===== src/rtl/reset_sequencer_if.sv =====
// Reset sequencer request/response bundle.
// Purpose : groups the reset request inputs and the sequenced reset outputs of
//           reset_sequencer so the top level can pass them as one port.
// Signals : src_i          - raw asynchronous reset request lines
//           sw_reset_req_i - single-cycle software reset request
//           cause_clear_i  - clears the sticky reset cause
//           reset_o        - active-high staged resets, bit 0 released first
//           reset_busy_o   - high while the sequence is not running
//           led_reset_o    - registered copy of reset_busy_o for the LED
//           reset_cause_o  - sticky cause {power-on, software, sources}
// Modports: master drives requests and observes resets; slave is the sequencer.
interface reset_sequencer_if #(
    parameter int unsigned NUM_SRC    = 2,
    parameter int unsigned NUM_STAGES = 3
);
    logic [NUM_SRC-1:0]    src_i;
    logic                  sw_reset_req_i;
    logic                  cause_clear_i;
    logic [NUM_STAGES-1:0] reset_o;
    logic                  reset_busy_o;
    logic                  led_reset_o;
    logic [NUM_SRC+1:0]    reset_cause_o;

    modport master (
        output src_i,
        output sw_reset_req_i,
        output cause_clear_i,
        input  reset_o,
        input  reset_busy_o,
        input  led_reset_o,
        input  reset_cause_o
    );

    modport slave (
        input  src_i,
        input  sw_reset_req_i,
        input  cause_clear_i,
        output reset_o,
        output reset_busy_o,
        output led_reset_o,
        output reset_cause_o
    );
endinterface


===== src/rtl/reset_sequencer.sv =====
// Multi-source reset sequencer.
// Purpose : synchronises, polarity-normalises and debounces NUM_SRC reset
//           requests plus a software request, holds reset for RESET_CLKS
//           cycles after all sources release, then drops NUM_STAGES resets
//           one after another, STAGE_GAP_CLKS cycles apart. Keeps a sticky
//           record of what caused the last reset.
// Ports   : clk_i     - module clock
//           reset_n_i - asynchronous active-low reset (power-on)
//           bus       - reset_sequencer_if slave modport (requests in,
//                       staged resets / busy / LED / cause out)
module reset_sequencer #(
    parameter int unsigned        NUM_SRC         = 2,
    parameter logic [NUM_SRC-1:0] SRC_ACTIVE_HIGH = 2'b01,
    parameter int unsigned        SYNC_STAGES     = 2,
    parameter int unsigned        DEBOUNCE_CLKS   = 4,
    parameter int unsigned        RESET_CLKS      = 7,
    parameter int unsigned        NUM_STAGES      = 3,
    parameter int unsigned        STAGE_GAP_CLKS  = 2
) (
    input logic             clk_i,
    input logic             reset_n_i,
    reset_sequencer_if.slave bus
);

    localparam int unsigned DebW  = $clog2((DEBOUNCE_CLKS > 2) ? DEBOUNCE_CLKS : 2);
    localparam int unsigned HoldW = $clog2((RESET_CLKS > 2) ? RESET_CLKS : 2);
    localparam int unsigned GapW  = $clog2((STAGE_GAP_CLKS > 2) ? STAGE_GAP_CLKS : 2);
    localparam int unsigned IdxW  = $clog2((NUM_STAGES > 2) ? NUM_STAGES : 2);

    typedef enum logic [2:0] {
        StAssert,
        StWaitRelease,
        StHold,
        StRelease,
        StRunning
    } state_e;

    // ---------------------------------------------------------------
    // Input path: synchroniser, polarity normalisation, debounce
    // ---------------------------------------------------------------
    logic [SYNC_STAGES-1:0] sync_q [NUM_SRC];
    logic [NUM_SRC-1:0]     norm;
    logic [NUM_SRC-1:0]     deb_q, deb_d;
    logic [DebW-1:0]        deb_cnt_q [NUM_SRC];
    logic [DebW-1:0]        deb_cnt_d [NUM_SRC];

    always_ff @(posedge clk_i or negedge reset_n_i) begin
        if (!reset_n_i) begin
            // Reset to the raw idle level so the normalised value starts deasserted.
            for (int i = 0; i < NUM_SRC; i++) begin
                sync_q[i]    <= {SYNC_STAGES{~SRC_ACTIVE_HIGH[i]}};
                deb_cnt_q[i] <= '0;
            end
            deb_q <= '0;
        end else begin
            for (int i = 0; i < NUM_SRC; i++) begin
                sync_q[i]    <= {sync_q[i][SYNC_STAGES-2:0], bus.src_i[i]};
                deb_cnt_q[i] <= deb_cnt_d[i];
            end
            deb_q <= deb_d;
        end
    end

    always_comb begin
        deb_d = deb_q;
        for (int i = 0; i < NUM_SRC; i++) begin
            norm[i]      = sync_q[i][SYNC_STAGES-1] ~^ SRC_ACTIVE_HIGH[i];
            deb_cnt_d[i] = deb_cnt_q[i];
            if (norm[i] == deb_q[i]) begin
                deb_cnt_d[i] = '0;
            end else if (deb_cnt_q[i] == DebW'(DEBOUNCE_CLKS - 1)) begin
                // Last of DEBOUNCE_CLKS consecutive differing edges.
                deb_d[i]     = ~deb_q[i];
                deb_cnt_d[i] = '0;
            end else begin
                deb_cnt_d[i] = deb_cnt_q[i] + DebW'(1);
            end
        end
    end

    // ---------------------------------------------------------------
    // Sequencer FSM
    // ---------------------------------------------------------------
    state_e                state_q, state_d;
    logic [HoldW-1:0]      hold_q, hold_d;
    logic [GapW-1:0]       gap_q, gap_d;
    logic [IdxW-1:0]       idx_q, idx_d;
    logic [NUM_STAGES-1:0] reset_q, reset_d;
    logic [NUM_SRC+1:0]    cause_q, cause_d;
    logic                  busy_q, busy_d;
    logic                  led_q;
    logic                  any_deb;

    assign any_deb = |deb_q;

    always_ff @(posedge clk_i or negedge reset_n_i) begin
        if (!reset_n_i) begin
            state_q <= StAssert;
            hold_q  <= '0;
            gap_q   <= '0;
            idx_q   <= '0;
            reset_q <= '1;
            cause_q <= {1'b1, {(NUM_SRC + 1){1'b0}}};
            busy_q  <= 1'b1;
            led_q   <= 1'b1;
        end else begin
            state_q <= state_d;
            hold_q  <= hold_d;
            gap_q   <= gap_d;
            idx_q   <= idx_d;
            reset_q <= reset_d;
            cause_q <= cause_d;
            busy_q  <= busy_d;
            led_q   <= busy_q;
        end
    end

    always_comb begin
        state_d = state_q;
        hold_d  = hold_q;
        gap_d   = gap_q;
        idx_d   = idx_q;
        reset_d = reset_q;
        // A trigger below overwrites this, so a coincident clear is discarded.
        cause_d = bus.cause_clear_i ? '0 : cause_q;

        case (state_q)
            StAssert: begin
                reset_d = '1;
                state_d = StWaitRelease;
            end

            StWaitRelease: begin
                if (!any_deb) begin
                    hold_d  = HoldW'(RESET_CLKS - 1);
                    state_d = StHold;
                end
            end

            StHold: begin
                if (any_deb) begin
                    reset_d = '1;
                    state_d = StAssert;
                    cause_d = cause_q | {2'b00, deb_q};
                end else if (hold_q == '0) begin
                    reset_d[0] = 1'b0;
                    if (NUM_STAGES == 1) begin
                        state_d = StRunning;
                    end else begin
                        gap_d   = GapW'(STAGE_GAP_CLKS - 1);
                        idx_d   = IdxW'(1);
                        state_d = StRelease;
                    end
                end else begin
                    hold_d = hold_q - HoldW'(1);
                end
            end

            StRelease: begin
                if (any_deb) begin
                    reset_d = '1;
                    state_d = StAssert;
                    cause_d = cause_q | {2'b00, deb_q};
                end else if (gap_q == '0) begin
                    for (int k = 0; k < NUM_STAGES; k++) begin
                        if (idx_q == IdxW'(k)) begin
                            reset_d[k] = 1'b0;
                        end
                    end
                    if (idx_q == IdxW'(NUM_STAGES - 1)) begin
                        state_d = StRunning;
                    end else begin
                        idx_d = idx_q + IdxW'(1);
                        gap_d = GapW'(STAGE_GAP_CLKS - 1);
                    end
                end else begin
                    gap_d = gap_q - GapW'(1);
                end
            end

            StRunning: begin
                reset_d = '0;
                if (any_deb || bus.sw_reset_req_i) begin
                    reset_d = '1;
                    state_d = StAssert;
                    cause_d = {1'b0, bus.sw_reset_req_i, deb_q};
                end
            end

            default: begin
                reset_d = '1;
                state_d = StAssert;
            end
        endcase

        busy_d = (state_d != StRunning);
    end

    assign bus.reset_o       = reset_q;
    assign bus.reset_busy_o  = busy_q;
    assign bus.led_reset_o   = led_q;
    assign bus.reset_cause_o = cause_q;

endmodule


===== src/flat_wrapper.sv =====
// flat-port wrapper written by rule: the top's interface ports become plain ports
module reset_sequencer_flat 
#(
    parameter int unsigned        NUM_SRC         = 2,
    parameter logic [NUM_SRC-1:0] SRC_ACTIVE_HIGH = 2'b01,
    parameter int unsigned        SYNC_STAGES     = 2,
    parameter int unsigned        DEBOUNCE_CLKS   = 4,
    parameter int unsigned        RESET_CLKS      = 7,
    parameter int unsigned        NUM_STAGES      = 3,
    parameter int unsigned        STAGE_GAP_CLKS  = 2
)
  (clk_i, reset_n_i, bus_src_i, bus_sw_reset_req_i, bus_cause_clear_i, bus_reset_o, bus_reset_busy_o, bus_led_reset_o, bus_reset_cause_o);
  reset_sequencer_if #(.NUM_SRC(NUM_SRC), .NUM_STAGES(NUM_STAGES)) bus_i ();
  input logic clk_i;
  input logic reset_n_i;
  input wire logic [$bits(bus_i.src_i)-1:0] bus_src_i;
  input wire logic [$bits(bus_i.sw_reset_req_i)-1:0] bus_sw_reset_req_i;
  input wire logic [$bits(bus_i.cause_clear_i)-1:0] bus_cause_clear_i;
  output wire logic [$bits(bus_i.reset_o)-1:0] bus_reset_o;
  output wire logic [$bits(bus_i.reset_busy_o)-1:0] bus_reset_busy_o;
  output wire logic [$bits(bus_i.led_reset_o)-1:0] bus_led_reset_o;
  output wire logic [$bits(bus_i.reset_cause_o)-1:0] bus_reset_cause_o;
  assign bus_i.src_i = bus_src_i;
  assign bus_i.sw_reset_req_i = bus_sw_reset_req_i;
  assign bus_i.cause_clear_i = bus_cause_clear_i;
  assign bus_reset_o = bus_i.reset_o;
  assign bus_reset_busy_o = bus_i.reset_busy_o;
  assign bus_led_reset_o = bus_i.led_reset_o;
  assign bus_reset_cause_o = bus_i.reset_cause_o;
  reset_sequencer #(.NUM_SRC(NUM_SRC), .SRC_ACTIVE_HIGH(SRC_ACTIVE_HIGH), .SYNC_STAGES(SYNC_STAGES), .DEBOUNCE_CLKS(DEBOUNCE_CLKS), .RESET_CLKS(RESET_CLKS), .NUM_STAGES(NUM_STAGES), .STAGE_GAP_CLKS(STAGE_GAP_CLKS)) u_core (.clk_i(clk_i), .reset_n_i(reset_n_i), .bus(bus_i));
endmodule

===== config.mk =====
export PLATFORM = sky130hd
export DESIGN_NAME = reset_sequencer_flat
export DESIGN_NICKNAME = d
export VERILOG_FILES = /design/src/rtl/reset_sequencer_if.sv /design/src/rtl/reset_sequencer.sv /design/src/flat_wrapper.sv
export SDC_FILE = /design/constraint.sdc
export NUM_CORES = 1
export LEC_CHECK = 0
export BUFFER_PORTS_ARGS = -buffer_cell sky130_fd_sc_hd__buf_4
export CORE_ASPECT_RATIO = 1.25
export CORE_MARGIN = 10
export CORE_UTILIZATION = 50
export DETAILED_ROUTE_END_ITERATION = 16
export PLACE_DENSITY = 0.8
export SYNTH_ARGS = -nofsm -noshare
export SYNTH_HDL_FRONTEND = slang
export SYNTH_SLANG_ARGS = --single-unit
export TNS_END_PERCENT = 5

===== constraint.sdc =====
create_clock -name clk_i -period 2.1 [get_ports clk_i]
set_clock_uncertainty 0.2 [all_clocks]
set_input_delay 0 -clock clk_i [delete_from_list [all_inputs] [get_ports clk_i]]
set_output_delay 0 -clock clk_i [all_outputs]
set_load 0.02 [all_outputs]

==> results.cfg, run 1 <==
[detailed_routing]
drc = 0
drt_first_pass_iters = 4
via_count = 998
drt_iter0_markers = 42
via_per_inst = 5.454
wl_um = 2674
ant_nets = 0
wl_per_cell_um = 14.61

[die]
start_util = 0.5153
num_rows = 21
ios = 15
die_x_um = 66.78
core_um2 = 2654
dieHeight_um = 78.47
die-area_um2 = 5240

[placement]
gp_congestion = 0.8357
post-place-ws_ns = 0.2425
io_buffer_count = 14
dpl.cell_count = 172
hpwlAfterDp_um = 1918

[synth]
avgSynthCellArea_um2 = 11.12
synth_area_um2 = 1368
yosys.cell_types.count = 41
ys_seq_area_frac = 0.5197
yosysWarnings = 0
synthCells = 123
syn_nets = 136
postSynthRegisterBits = 28

[setup_path]
arrival_ns = 1.92
critPathLaunchType = flip-flop
cp.required_ns = 2.15
crit_type = reg -> reg
end_kind = flip-flop
crit_path_max_incr_delay_ns = 0.41
crit_chain = inv_1 -> ha_1 -> or2_2 -> a21oi_2 -> mux2_1
worstPathBufferInverterCount = 1
crit_family = flip-flops
crit_fanout = 4
cpMaxStageDelayCell = dfrtp_1

[min_path]
hold_class = in -> reg

[sta]
timing.fmax_mhz = 534.1
relSlewSlack = 0.3842
setup_viol = 0
period_needed_ns = 1.872
setup_slack_ns = 0.2277
tns_ns = 0
final-hold-violation-count = 0
period_share = 0.8916
slew_viol_final = 0
rsz0062_at_grt = false
holdWs_ns = 0.1010
tightest_slew_ns = 0.9206

[clock_network]
cts_tree = yes
cts_buffers = 3
postCtsSetupBuffers = 0
cts.sinks = 28
max-clock-path-buffers = 2
path_clk_slew_ns = 0.16
root_buffer = clkbuf_4
htreeDepth = 1
clock_latency_ns = 0.34

[cells_and_area]
antenna_cells = 0
n_fill_cell = 234
multiInputGateArea_um2 = 589.3
final_cells = 183
drive_gt1_frac = 0.2617
layout_commonest_cell = dfrtp_1
synthToLayoutAreaGrowth_pct = 19.76
final_core_util = 0.6172
layout_common_cells = dfrtp_1 (20), buf_4 (19), inv_1 (8), nand2_1 (8), dfstp_2 (8)
seqCellArea_um2 = 710.7
final_nets = 163

[global_route]
grt-ovfl-total = 0
grt_max_degree = 21
grt_antenna_before_repair = 0
grt_pass1_wl_um = 4526
grt_pass1_vias = 994
grt.total_usage = 0.1092

[pwr]
leakage_nw = 0.7236
ir_drop_mv = 0.5521
power_density_nw_per_um2 = 1144

[status]
outcome = finished, final reports clean

[flow_run]
drv_cap = 0
[synthesized netlist by cell type]
master / n / share of area
clkbuf_1: 1 / 0.0027
and2_1: 2 / 0.0091
or3b_1: 2 / 0.013
buf_6: 3 / 0.025
nor2b_1: 4 / 0.018
o21bai_1: 1 / 0.0055
a21oi_1: 7 / 0.026
o211ai_1: 1 / 0.0055
o21ai_1: 2 / 0.0073
a2111oi_0: 1 / 0.0064
a22o_1: 1 / 0.0064
nor3b_1: 3 / 0.016
o21ai_0: 6 / 0.022
a2bb2oi_1: 2 / 0.013
mux2_2: 1 / 0.0082
nor4_4: 1 / 0.016
or2_1: 1 / 0.0046
mux2_4: 1 / 0.011
nor2_1: 3 / 0.0082
dfrtp_1: 20 / 0.37
or3_1: 2 / 0.0091
ha_1: 7 / 0.064
nor2_2: 2 / 0.0091
o22ai_1: 2 / 0.0091
a211o_1: 1 / 0.0064
a21boi_0: 1 / 0.0055
nor3_1: 5 / 0.018
and3_1: 1 / 0.0046
mux2_1: 1 / 0.0082
inv_1: 8 / 0.022
o31ai_1: 1 / 0.0055
or2_2: 1 / 0.0046
nand2_1: 8 / 0.022
a21oi_2: 2 / 0.013
dfstp_2: 8 / 0.15
mux2i_1: 1 / 0.0073
o21a_1: 1 / 0.0055
xnor2_1: 2 / 0.013
nand4b_1: 1 / 0.0064
nand2b_1: 4 / 0.018
a21o_1: 1 / 0.0055
[sequential cells by signal, summed over array words and instances, names as in the netlist, 2 cells and up]
name / flops
u_core.bus.reset_cause_o: 4
u_core.bus.reset_o: 3
u_core.idx_q: 2
u_core.hold_q: 3
u_core.deb_cnt_q: 4
u_core.sync_q: 3
u_core.deb_q: 2
u_core.state_q: 3
[kinds of logic after synthesis]
group / after synthesis / share of synthesized area
buffers and inverters: 12 / 0.04940
flip-flops: 28 / 0.5197
AO/OA/AOI/OAI: 30 / 0.1418
XOR/XNOR: 2 / 0.01281
AND/OR/NAND/NOR: 40 / 0.1775
multiplexers: 4 / 0.03476
adder cells (fa/ha/maj): 7 / 0.06404
[report_power, final]
group | internal [W] | switching (W) | total, W
Combinational | 0.000325 | 0.000374 | 0.000699
Clock | 0.000193 | 0.000166 | 0.000359
Sequential | 0.000684 | 0.000131 | 0.000815
[routing by layer]
| metal | vias up | global-route usage | share of wire |
|---|---|---|---|
| met2 | 32 | 0.1816 | 0.49 |
| li1 | 479 | - | - |
| met4 | 0 | 0.05672 | 0.027 |
| met1 | 480 | 0.1222 | 0.41 |
| met3 | 7 | 0.02983 | 0.069 |
| met5 | - | 0 | 0 |
[per-stage QoR]
stage | instance area (µm²) | total power (W)
global route | 1638 | 0.002013
finish | 1638 | 0.001874
floorplan | 1368 | 0.001339
global placement | 1515 | 0.001470
detailed placement | 1515 | 0.001517
CTS | 1638 | 0.001888
[area by class of cell]
type / instances / area share
clock buffers: 3 / 0.01375
clock inverters: 1 / 0.01833
multi-input cells: 83 / 0.3598
inverters: 8 / 0.01833
repair buffers: 26 / 0.1299
flip-flops and latches: 28 / 0.4339
well taps: 34 / 0.02597
[worst register-to-register path, cell delays in order, from the launching register on]
cell     delay [ns]
dfrtp_1        0.41
inv_1          0.07
ha_1           0.22
or2_2          0.31
a21oi_2        0.21
mux2_1         0.34
[final timing paths]
kind	from	end	slack (ns)	depth (start not counted)
min in group asynchronous	reset_n_i	u_core.bus.reset_cause_o[0]$_DFF_PN0_	0.65	3
setup reg to reg	u_core.idx_q[0]$_DFFE_PN0P_	u_core.idx_q[0]$_DFFE_PN0P_	0.23	5
max in group asynchronous	reset_n_i	u_core.deb_cnt_q[1]$_DFF_PN0_	0.48	3
hold / removal	bus_src_i[0]	u_core.sync_q[2]$_DFF_PN0_	0.10	2
setup / recovery	u_core.idx_q[0]$_DFFE_PN0P_	u_core.idx_q[0]$_DFFE_PN0P_	0.23	5
hold reg to reg	u_core.sync_q[2]$_DFF_PN0_	u_core.norm[0]$_DFF_PN0_	0.17	0
[repair_timing]
action / in CTS / in global routing
hold endpoints to repair: 39 / 0
hold buffers: 7 / 0
gates resized for setup: 0 / 0
(Power assumes the default switching activity.)
==> run 2, diff against run 1 <==
==> constraint.sdc (replaced) <==
create_clock -name clk_i -period 2.1 [get_ports clk_i]
set_clock_uncertainty 0.2 [all_clocks]
set_input_delay 0.105 -clock clk_i [delete_from_list [all_inputs] [get_ports clk_i]]
set_output_delay 0.105 -clock clk_i [all_outputs]
set_load 0.02 [all_outputs]
==> results.cfg, run 2 (synthesis gave the netlist of run 1 again) <==
[status]
outcome = finished, final reports clean

[clock_network]
cts_tree = yes
htreeDepth = 1
postCtsSetupBuffers = 0
root_buffer = clkbuf_4
max-clock-path-buffers = 2
cts.sinks = 28
clock_latency_ns = 0.34
cts_resized = 0
path_clk_slew_ns = 0.16
cts_buffers = 3

[cells_and_area]
synthToLayoutAreaGrowth_pct = 19.76
final_core_util = 0.6172
layout_commonest_cell = dfrtp_1
layout_common_cells = dfrtp_1 (20), buf_4 (19), inv_1 (8), nand2_1 (8), dfstp_2 (8)
drive_gt1_frac = 0.2617
antenna_cells = 0
n_fill_cell = 234
final_nets = 163

[sta]
relSlewSlack = 0.6675
slew_viol_final = 0
rsz0062_at_grt = false
setup_viol = 0
timing.fmax_mhz = 534.1
tns_ns = 0
final-hold-violation-count = 0
period_share = 0.8916
period_needed_ns = 1.872
tightest_slew_ns = 0.4971

[placement]
gp_congestion = 0.8357
io_buffer_count = 14
hpwlAfterDp_um = 1918

[detailed_routing]
wl_um = 2693
via_per_inst = 5.421
ant_nets = 0
drc = 0
wl_per_cell_um = 14.72
via_count = 992
drt_iter0_markers = 38
drt_first_pass_iters = 4

[setup_path]
r2r_start = u_core.idx_q[0]$_DFFE_PN0P_
crit_fanout = 4
worstPathBufferInverterCount = 1
crit_end = u_core.idx_q[0]$_DFFE_PN0P_
arrival_ns = 1.92
cpMaxStageDelayCell = dfrtp_1
critPathLaunchType = flip-flop
reg2reg_depth = 5
crit_type = reg -> reg
r2r-end = u_core.idx_q[0]$_DFFE_PN0P_
crit_chain = inv_1 -> ha_1 -> or2_2 -> a21oi_2 -> mux2_1
cp.depth = 5
cp.required_ns = 2.15
crit_start = u_core.idx_q[0]$_DFFE_PN0P_
r2r_slack_ns = 0.23
crit_family = flip-flops
crit_path_max_incr_delay_ns = 0.41
end_kind = flip-flop

[die]
core_um2 = 2654
die_x_um = 66.78
num_rows = 21
ios = 15
die-area_um2 = 5240
dieHeight_um = 78.47
start_util = 0.5153

[global_route]
grt.total_usage = 0.1104
grt_max_degree = 17
grt-ovfl-total = 0
grt_antenna_before_repair = 0
grt_pass1_wl_um = 4560
grt_pass1_vias = 996

[min_path]
hold_class = in -> async

[pwr]
power_density_nw_per_um2 = 1145
ir_drop_mv = 0.5529
leakage_nw = 0.7236
power.total_w = 0.001875

[flow_run]
drv_cap = 0
## run 2: cell counts in the layout (fill, tap and decap cells not counted)
Identical to the previous run, type by type.
## run 2: repair_timing
item	4_1_cts	5_1_grt
hold buffers	7	0
endpoints found under the hold margin	35	0
setup endpoints to repair	0	0
## run 2: area by class of cell
| cell class | instances | area (µm²) | area share |
|---|---|---|---|
| clock inverter | 1 | 30.03 | 0.01833 |
| timing repair buffer | 26 | 212.7 | 0.1299 |
| clock buffer | 3 | 22.52 | 0.01375 |
| multi-input combinational | 83 | 589.3 | 0.3598 |
| tap | 34 | 42.54 | 0.02597 |
| sequential | 28 | 710.7 | 0.4339 |
| inverter | 8 | 30.03 | 0.01833 |
## run 2: routing by layer
metal	vias to the layer above	share of wire	track usage	wire length, µm
li1	477	-	-	-
met1	484	0.41	0.1205	1113
met2	26	0.50	0.1873	1353
met3	5	0.063	0.02983	170
met4	0	0.021	0.05672	56
met5	-	0	0	0
## run 2: worst register-to-register path: stages, from the launching register on
cell	delay [ns]
dfrtp_1	0.41
inv_1	0.07
ha_1	0.22
or2_2	0.31
a21oi_2	0.21
mux2_1	0.34
## run 2: per-stage QoR
step	setup slack (ns)	std cells	area (µm²)	hold slack (ns)
6_report	0.2277	183	1638	0.09655
5_1_grt	0.06497	183	1638	0.1141
3_5_place_dp	0.2425	172	1515	-0.1575
2_1_floorplan	0.2111	123	1368	-0.3906
3_3_place_gp	0.3139	172	1515	-0.1643
4_1_cts	0.2190	183	1638	0.09186
## run 2: worst min-delay path by stage
stage | start | cells after the start | endpoint
3_5_place_dp | reset_n_i | 1 | u_core.hold_q[2]$_DFFE_PN0P_
5_1_grt | reset_n_i | 2 | u_core.bus.reset_cause_o[3]$_DFFE_PN1P_
2_1_floorplan | reset_n_i | 0 | u_core.bus.reset_cause_o[0]$_DFF_PN0_
3_3_place_gp | reset_n_i | 1 | u_core.hold_q[2]$_DFFE_PN0P_
4_1_cts | reset_n_i | 2 | u_core.bus.reset_cause_o[3]$_DFFE_PN1P_
6_report | reset_n_i | 2 | u_core.bus.reset_cause_o[3]$_DFFE_PN1P_
## run 2: where the power goes
group / internal [W] / switching (W) / leakage [nW] / total [W]
clock network: 0.000193 / 0.000167 / 0.0279 / 0.000360
logic: 0.000325 / 0.000374 / 0.369 / 0.000699
registers: 0.000684 / 0.000132 / 0.327 / 0.000816
==> run 3, diff against run 2 <==
Settings changed: CORE_ASPECT_RATIO 1.25 to 0.75.
==> results.cfg, run 3 (synthesis gave the netlist of run 1 again) <==
[status]
outcome = finished, final reports clean

[placement]
dpl.cell_count = 174
io_buffer_count = 14
gp_congestion = 0.8364
hpwlAfterDp_um = 1995
post-place-ws_ns = 0.2305

[die]
core_um2 = 2623
die-area_um2 = 5249
die_x_um = 80.39
ios = 15
start_util = 0.5215
dieHeight_um = 65.29
num_rows = 16

[cells_and_area]
layout_commonest_cell = dfrtp_1
synthToLayoutAreaGrowth_pct = 19.85
final_cells = 183
antenna_cells = 0
layout_common_cells = dfrtp_1 (20), buf_4 (19), inv_1 (8), nand2_1 (8), dfstp_2 (8)
final_nets = 161
drive_gt1_frac = 0.2653
multiInputGateArea_um2 = 589.3
seqCellArea_um2 = 710.7
n_fill_cell = 210

[detailed_routing]
wl_um = 2613
via_per_inst = 5.361
drt_iter0_markers = 52
wl_per_cell_um = 14.28
drt_first_pass_iters = 5
ant_nets = 0
via_count = 981
drc = 0

[sta]
setup_viol = 0
tightest_slew_ns = 0.3582
rsz0062_at_grt = false
holdWs_ns = 0.06681
relSlewSlack = 0.7607
period_needed_ns = 1.873
slew_viol_final = 0
timing.fmax_mhz = 534.0
tns_ns = 0
setup_slack_ns = 0.2274
final-hold-violation-count = 0
period_share = 0.8917

[clock_network]
clock_latency_ns = 0.27
cts.sinks = 28
max-clock-path-buffers = 2
cts_buffers = 3
cts_tree = yes
root_buffer = clkbuf_8
path_clk_slew_ns = 0.09
htreeDepth = 1
cts_resized = 0

[setup_path]
crit_fanout = 4
reg2reg_depth = 5
crit_chain = inv_1 -> ha_1 -> or2_2 -> a21oi_2 -> mux2_1
r2r_slack_ns = 0.23
cp.required_ns = 2.06
critPathLaunchType = flip-flop
crit_start = u_core.idx_q[0]$_DFFE_PN0P_
cpMaxStageDelayCell = dfrtp_1
r2r_start = u_core.idx_q[0]$_DFFE_PN0P_
arrival_ns = 1.84
crit_type = reg -> reg
end_kind = flip-flop
crit_end = u_core.idx_q[0]$_DFFE_PN0P_
crit_path_max_incr_delay_ns = 0.39
r2r-end = u_core.idx_q[0]$_DFFE_PN0P_

[global_route]
grt_pass1_wl_um = 4650
grt_antenna_before_repair = 0
grt_max_degree = 29
grt_pass1_vias = 1064
grt.total_usage = 0.1074
grt-ovfl-total = 0

[min_path]
hold_class = in -> async

[pwr]
leakage_nw = 0.7231
ir_drop_mv = 0.6311
power_density_nw_per_um2 = 1180

[flow_run]
drv_cap = 0
==> run 3: cell types whose count changed in the layout (fill, tap and decap cells not counted) <==
| cell | previous run | this run |
|---|---|---|
| clkbuf_4 | 3 | 0 |
| dlygate4sd3_1 | 7 | 5 |
| clkbuf_8 | 0 | 3 |
==> run 3: layout make-up <==
class | instances | share of cell area
Sequential cell | 28 | 0.4336
Clock buffer | 3 | 0.02519
Clock inverter | 1 | 0.01832
Multi-Input combinational cell | 83 | 0.3595
Tap cell | 36 | 0.02748
Inverter | 8 | 0.01832
Timing Repair Buffer | 24 | 0.1176
==> run 3: critical path, delay by kind of cell (launching register included) <==
kind | cells | cell delay, ns
adders and majority gates | 1 | 0.23
and+or+nand+nor | 1 | 0.31
muxes | 1 | 0.34
AOI/OAI and AO/OA | 1 | 0.22
DFF | 1 | 0.39
buffers and inverters | 1 | 0.07
==> run 3: report_power, final <==
part | leakage (nW) | total [W] | internal, W | switching (W)
Clock | 0.0357 | 0.000417 | 0.000255 | 0.000162
Combinational | 0.360 | 0.000693 | 0.000322 | 0.000371
Sequential | 0.327 | 0.000824 | 0.000685 | 0.000139
==> run 3: per-stage QoR <==
stage | instance area, µm² | total power [W] | util
after floorplan | 1368 | 0.001339 | -
after global placement | 1518 | 0.001470 | 0.5787
after detailed placement | 1518 | 0.001525 | 0.5787
after CTS | 1639 | 0.001951 | 0.6250
after global routing | 1639 | 0.002078 | 0.6250
final | 1639 | 0.001934 | 0.6250
==> run 3: per-layer routing <==
metal / vias to the layer above / share of wire / track usage
met3: 6 / 0.064 / 0.03940
met2: 24 / 0.47 / 0.1815
met1: 476 / 0.46 / 0.1251
met4: 0 / 0.0096 / 0.02851
li1: 475 / - / -
met5: - / 0 / 0
==> run 3: how the worst min path moves through the flow <==
stage	startpoint	end	cells past startpoint	slack (ns)
after floorplan	reset_n_i	u_core.bus.reset_cause_o[0]$_DFF_PN0_	0	-0.39
after global placement	reset_n_i	u_core.hold_q[2]$_DFFE_PN0P_	1	-0.16
after detailed placement	reset_n_i	u_core.bus.reset_cause_o[0]$_DFF_PN0_	1	-0.16
after CTS	reset_n_i	u_core.state_q[1]$_DFF_PN0_	2	0.08
after global routing	reset_n_i	u_core.state_q[1]$_DFF_PN0_	2	0.1
final	reset_n_i	u_core.bus.reset_cause_o[0]$_DFF_PN0_	2	0.07
==> run 3: what timing repair did <==
action,4_1_cts,5_1_grt
hold buffers,5,0
setup buffers,0,0
endpoints found under the hold margin,32,0
